File: src/rtl/input_conditioner.sv
// input_conditioner: per-channel sync, debounce, edge pulses, press counters.
// Optional long-press detection is enabled by defining INPUT_COND_LONGPRESS_EN.
module input_conditioner #(
    parameter int CHANNELS         = 4,
    parameter int SYNC_STAGES      = 2,
    parameter int DEBOUNCE_CYCLES  = 270000,
    parameter int LONGPRESS_CYCLES = 27000000,
    parameter int CNT_W            = 8,
    parameter logic [CHANNELS-1:0] INVERT    = '0,
    parameter logic [CHANNELS-1:0] RESET_VAL = '0
) (
    input  logic                      clk27,
    input  logic                      reset_n,
    input  logic [CHANNELS-1:0]       din,
    input  logic [CHANNELS-1:0]       cnt_clr,
    output logic [CHANNELS-1:0]       dout,
    output logic [CHANNELS-1:0]       rise,
    output logic [CHANNELS-1:0]       fall,
    output logic [CHANNELS-1:0]       long_press,
    output logic [CHANNELS*CNT_W-1:0] press_cnt
);

    localparam int DEB_W = $clog2(DEBOUNCE_CYCLES + 1);
    localparam logic [DEB_W-1:0] DEB_LAST = DEB_W'(DEBOUNCE_CYCLES - 1);

    genvar i;
    generate
        for (i = 0; i < CHANNELS; i++) begin : g_ch
            logic [SYNC_STAGES-1:0] sync_q;
            logic [DEB_W-1:0]       deb_q;
            logic [CNT_W-1:0]       cnt_q;
            logic                   dout_q;
            logic                   rise_q;
            logic                   fall_q;
            logic                   s;
            logic                   accept;

            assign s      = sync_q[SYNC_STAGES-1];
            assign accept = (s != dout_q) && (deb_q == DEB_LAST);

            assign dout[i] = dout_q;
            assign rise[i] = rise_q;
            assign fall[i] = fall_q;
            assign press_cnt[i*CNT_W +: CNT_W] = cnt_q;

            // Inversion-corrected pin level through the synchronizer chain
            always_ff @(posedge clk27 or negedge reset_n) begin
                if (!reset_n) begin
                    sync_q <= {SYNC_STAGES{RESET_VAL[i]}};
                end else begin
                    sync_q <= {sync_q[SYNC_STAGES-2:0], din[i] ^ INVERT[i]};
                end
            end

            // Accept a new level only after it has held for the full window
            always_ff @(posedge clk27 or negedge reset_n) begin
                if (!reset_n) begin
                    deb_q  <= '0;
                    dout_q <= RESET_VAL[i];
                    rise_q <= 1'b0;
                    fall_q <= 1'b0;
                end else begin
                    rise_q <= accept && s;
                    fall_q <= accept && !s;
                    if (s == dout_q || accept) begin
                        deb_q <= '0;
                    end else begin
                        deb_q <= deb_q + 1'b1;
                    end
                    if (accept) begin
                        dout_q <= s;
                    end
                end
            end

            // Wrapping press counter; a clear coincident with a rise counts it
            always_ff @(posedge clk27 or negedge reset_n) begin
                if (!reset_n) begin
                    cnt_q <= '0;
                end else if (cnt_clr[i]) begin
                    cnt_q <= CNT_W'(rise_q);
                end else begin
                    cnt_q <= cnt_q + CNT_W'(rise_q);
                end
            end

`ifdef INPUT_COND_LONGPRESS_EN
            localparam int HOLD_W = $clog2(LONGPRESS_CYCLES + 1);
            localparam logic [HOLD_W-1:0] HOLD_MAX  = HOLD_W'(LONGPRESS_CYCLES);
            localparam logic [HOLD_W-1:0] HOLD_FIRE = HOLD_W'(LONGPRESS_CYCLES - 1);

            logic [HOLD_W-1:0] hold_q;
            logic              lp_q;

            assign long_press[i] = lp_q;

            // Saturating hold timer; pulses once as it reaches the limit
            always_ff @(posedge clk27 or negedge reset_n) begin
                if (!reset_n) begin
                    hold_q <= '0;
                    lp_q   <= 1'b0;
                end else if (!dout_q) begin
                    hold_q <= '0;
                    lp_q   <= 1'b0;
                end else begin
                    lp_q <= (hold_q == HOLD_FIRE);
                    if (hold_q != HOLD_MAX) begin
                        hold_q <= hold_q + 1'b1;
                    end
                end
            end
`else
            assign long_press[i] = 1'b0;
`endif
        end
    endgenerate

endmodule

File: config.mk
export PLATFORM = sky130hd
export DESIGN_NAME = input_conditioner
export DESIGN_NICKNAME = d
export VERILOG_FILES = /design/src/rtl/input_conditioner.sv
export SDC_FILE = /design/constraint.sdc
export NUM_CORES = 1
export LEC_CHECK = 0
export CORE_UTILIZATION = 40
export DETAILED_ROUTE_END_ITERATION = 6
export PLACE_DENSITY_LB_ADDON = 0.25
export SYNTH_ARGS = -nofsm -noshare
export SYNTH_HDL_FRONTEND = slang
export SYNTH_SLANG_ARGS = --single-unit
File: constraint.sdc
create_clock -name clk27 -period 2.7 [get_ports clk27]
set_input_delay 0.81 -clock clk27 [delete_from_list [all_inputs] [get_ports clk27]]
set_output_delay 0.81 -clock clk27 [all_outputs]
set_load 0.02 [all_outputs]
-- After elaboration in Yosys (flattened, before gate mapping)
Index checks and enable logic that the tools add are counted.
- logic and storage cells: 72
- bits in registers: 128
- output and inout port bits: 48
- bits of input ports: 10
- mux-type cells: 8
- reductions and logical operators: 20
- equal/unequal tests: 12
- add/sub/neg operators: 8
- operators by type and width (kind ; number):
    adder 19 x 1 -> 19 bit (second input constant) ; 4
    equality test 19 bit (second input constant) ; 4
    two-way mux 19 bit ; 4
    adder 8 x 1 -> 8 bit ; 4
    two-way mux 8 bit ; 4
    logical AND 1 bit ; 12
    equality test 1 bit ; 4
    zero test 1 bit ; 4
    logical OR 1 bit ; 4
    inequality test 1 bit ; 4

-- Depth between registers and ports, before layout
- depth in word-level cells: 4
- mapped depth: 8
- gate-level depth less buffers: 5

-- Least setup slack after synthesis
OpenSTA, ideal clock, no wires.
- path type: flip-flop to flip-flop
- start point: register g_ch[1].deb_q[4]
- end point: register g_ch[1].dout_q
- clock period less this slack: 1968 ps
- path slack: 732 ps
- library setup time: 125 ps
- data required time: 2575 ps
- data arrival time: 1843 ps
- cell stages (with the launch flop): 5
- buffers on the path: 1
- cells stage by stage: dfrtp_1 > buf_6 > or4_4 > or4_4 > mux2_4
- cells in the longest elaborated chain, start to end: 2
- RTL lines (what ; line ; text):
    start, declared ; 30 ; logic [DEB_W-1:0] deb_q;
    start signal, assigned ; 68 ; deb_q <= deb_q + 1'b1;
    equality test 19 bit ; 39 ; assign accept = (s != dout_q) && (deb_q == DEB_LAST);
    logical AND 1 bit ; 39 ;
    end signal, assigned ; 59 ; dout_q <= RESET_VAL[i];
    end signal, assigned ; 71 ; dout_q <= s;
    end, declared ; 32 ; logic dout_q;
No other way between the ends.
A chain may end at the register's enable or synchronous reset.

-- Worst setup path after layout
- start point: register g_ch[2].cnt_q[2]
- end point: output press_cnt[18]
- RTL lines (what ; line ; text):
    start, declared ; 31 ; logic [CNT_W-1:0] cnt_q;
    start signal, assigned ; 81 ; cnt_q <= CNT_W'(rise_q);
    start signal, assigned ; 83 ; cnt_q <= cnt_q + CNT_W'(rise_q);
    end, declared ; 20 ; output logic [CHANNELS*CNT_W-1:0] press_cnt
No word-level cell between the ends.

==> results.txt <==
Subtracting the final worst setup slack from the clock period gives 2.32 ns. The final number of hold-violating endpoints is 0, and the count of buffers inserted at the top-level ports is 53. Yosys attributes the largest share of cell area to dfrtp_1, xnor2_1, nor2_1.

For the worst setup path, the data arrival time is 1.51 ns. In this run the clock root is driven by a clkbuf_16. In this run, the number of DRC markers left after iteration 0 of detailed routing was 187. Buffers inserted during clock tree synthesis total 17. The number of optimization iterations in the first detailed-route pass was 7; the initial antenna violation count was 0.

The worst slew slack as a fraction of its limit is 0.630, and the floorplan die area is 15,600 µm². The global routing usage summed across all routing layers was 0.165. At the worst endpoint, the required time is 1.89 ns. CTS built an H-tree with a depth of 4.

The run gives 0.529 as the register area share after synthesis. Among all stages on the critical path, the largest delay is contributed by clkdlybuf4s50_1. The xor/xnor cell area share of the yosys netlist is 0.122. After synthesis, the mean cell area works out to 10.5 µm². The type of the setup path with the least slack is flop to primary output.

58 I/O pins were placed. The run gives 0 as the number of synthesis warnings. The logic gate share of total power was 0.025; the count of unique library cells instantiated by Yosys was 41.

From synthesis to final layout, the design area changed by 21.1%. The multiplexer share of the synthesized area is 0.0172. Across the routed clock network, the largest skew measured is 0.00557 ns. The worst setup path is captured at a primary output. The run finished, with violations left. Detailed routing inserted a total of 4,308 vias. The first global-routing pass estimated 20,500 µm of wire. After clock tree synthesis, the clock-pin slew on the worst setup and hold paths is 0.06 ns.

The antenna cell count was 0. After synthesis the netlist holds a flip-flop and latch count of 128. The net switching component of the power is 932 µW, and the post-synthesis cell count is 579. The source-to-sink clock delay at the later pin of the worst-skew pair is 0.42 ns, and the count of nets after finishing is 646. Setup repair after global routing left no endpoint under its margin.

Derived from the worst setup path, the maximum achievable clock frequency is 431 MHz. The congestion estimate from routability-driven global placement came to 0.844. The detail route stage leaves a number of antenna-violating nets equal to 0. The slew at the pin with the worst max-slew slack is 0.550 ns. The tools report the overall power as 4660 µW. After synthesis, the largest family of logic cells by area is simple AND/OR/NAND/NOR gates. The final count of pins violating max slew is 0, and the compound-gate portion of the synthesized area is 0.0289.

For this run, design rule violations remaining after detail routing come to 15. The type of element launching the critical path is a flop. The largest area contributor in the netlist was dfrtp_1. The logs give 0.341 ns for the worst hold-check slack and 14,600 µm² for the placeable core area. The fraction of final layout cells sized beyond drive strength 1 is 0.0848, and the area fraction of the dominant cell type after synthesis is 0.529. The reported max-cap violation count is 0, and the post-cts resize count is 0.

For the number of placement rows, the log shows 44. The peak supply drop is 0.400 mV. In this run the deepest clock path goes through 2 buffers.

Once the clock tree was built, the setup fixing pass inserted 0 buffers. The internal power of the cells totals 3720 µW. The hold-fix buffer count after cts is 0. The switching share of power was 0.200; the total wirelength of the detailed-routed design was 11,800 µm. Worst min-delay path category: primary input to asynchronous set/reset pin. TritonCTS built the clock tree.

The number of buffer and inverter stages on the critical path came out at 1. The summed negative setup slack over all endpoints is 0 ns, and the largest incremental delay on the critical path is 0.67 ns. The via count normalized by instance count is 5.25. The sequential share of power was 0.421; the number of global-route vias before repair was 4,333. Along the worst path, the maximum fanout reaches 5. The area share of fa/ha/maj cells after synthesis was 0.0248. The signal on the critical path passes through clkdlybuf4s50_1.

The tools report the number of endpoints failing setup at the final stage as 0. The final routed wire length divided by cell count was 14.3 µm; the residual overflow from global routing was 0. The vertical die dimension came out at 125 µm. Category of cells accounting for the largest share of critical-path delay: buffers and inverters. The checks that failed: DRC. After synthesis the cells add up to 6050 µm².

The die outline width works out to 125 µm. Simple-gate area share of the yosys netlist: 0.239. Final cycle utilization of the critical path: 0.859. After filler insertion, the fill cell instance count of the layout stands at 1,322.

The run gives 0.413 as the starting utilization of the core area. Entering global routing, the biggest net connects 51 pins. The logs give 0.500 for the post-layout utilization of the core and 0.60 ns for the slack of the worst reg-to-reg path. Clock share of power: 0.554.

The standby leakage power is 0.00311 µW, and the number of clock sinks is 128. Power spread over the standard cell area amounts to 635 nW/µm². The run gives 7890 µm as the estimated wirelength of the detail-placed design.
cell usage after synthesis, drive strengths merged:
| master | n |
|---|---|
| or4 | 4 |
| or3 | 6 |
| or3b | 1 |
| xor2 | 39 |
| nand2b | 1 |
| nand2 | 19 |
| ha | 12 |
| o21ai | 8 |
| dfrtp | 128 |
| mux2i | 1 |
| a21oi | 9 |
| clkbuf | 11 |
| and3 | 21 |
| nor2b | 4 |
| nor3 | 11 |
| a211oi | 1 |
| nand4 | 27 |
| inv | 8 |
| conb | 1 |
| or4b | 3 |
| xnor2 | 45 |
| a21bo | 3 |
| a31o | 1 |
| nor4b | 2 |
| nand3 | 45 |
| o41ai | 2 |
| nor4 | 21 |
| o31ai | 1 |
| nor2 | 98 |
| and4 | 6 |
| buf | 22 |
| mux2 | 8 |
| nor3b | 10 |
path summary, 6_finish.rpt:
check                                    end  cells past startpoint         startpoint
max                            press_cnt[18]                      1   g_ch[2].cnt_q[2]
max in group asynchronous   g_ch[3].cnt_q[7]                      2            reset_n
min reg2reg                g_ch[3].sync_q[1]                      0  g_ch[3].sync_q[0]
min                        g_ch[2].deb_q[13]                      1            reset_n
min in group clk27         g_ch[3].sync_q[1]                      0  g_ch[3].sync_q[0]
max reg2reg                 g_ch[2].deb_q[7]                      4  g_ch[2].deb_q[15]
final cells by class:
type | instances | area (µm²) | area share
sequential | 128 | 3200 | 0.437
multi-input combinational | 413 | 2630 | 0.359
timing repair buffer | 56 | 576 | 0.0786
clock buffer | 20 | 447 | 0.0610
tap | 184 | 230 | 0.0314
clock inverter | 12 | 213 | 0.0290
inverter | 8 | 30.0 | 0.00410
cells in the final DEF, fill, tap and decap left out, types with 10 or more instances in the layout:
cell type | netlist | routed
nor4_1 | 21 | 21
nand2_1 | 19 | 19
and3_1 | 21 | 21
nor3b_1 | 10 | 10
xnor2_1 | 45 | 45
nor2_1 | 98 | 98
clkdlybuf4s50_1 | 0 | 52
xor2_1 | 39 | 39
ha_1 | 12 | 12
nand3_1 | 45 | 45
clkbuf_16 | 0 | 17
nor3_1 | 11 | 11
dfrtp_1 | 128 | 128
nand4_1 | 26 | 26
through the flow:
stage	instance area, µm²	setup WS (ns)	std cells
global placement	6670	0.673	789
finish	7330	0.381	821
floorplan	6060	0.732	582
CTS	7330	0.351	821
detailed placement	6670	0.588	789
global route	7330	0.328	821
cells by family after synthesis:
group / after synthesis
fa+ha+maj: 12
simple gates: 279
mux: 9
compound gates: 25
buf+inv: 41
flops: 128
xor+xnor: 84
other cells: 1
routing by layer:
layer | vias to the layer above | track usage | share of wire
li1 | 2087 | - | -
met1 | 2141 | 0.211 | 0.47
met2 | 67 | 0.262 | 0.48
met3 | 13 | 0.0492 | 0.039
met4 | 0 | 0.0710 | 0.014
met5 | - | 0 | 0
registers in the layout, indices dropped and copies added (netlist names):
signal	count
g_ch.deb_q	76
g_ch.cnt_q	32
g_ch.sync_q	8
g_ch.dout_q	4
g_ch.fall_q	4
g_ch.rise_q	4
power by group through the flow:
stage | clock network (µW) | registers, µW | logic (µW)
CTS | 2620 | 1960 | 123
detailed placement | 0 | 1990 | 122
finish | 2580 | 1960 | 118
global route | 2710 | 1960 | 136
floorplan | 0 | 1990 | 57.4
global placement | 0 | 1990 | 120
(Power assumes the default switching activity.)
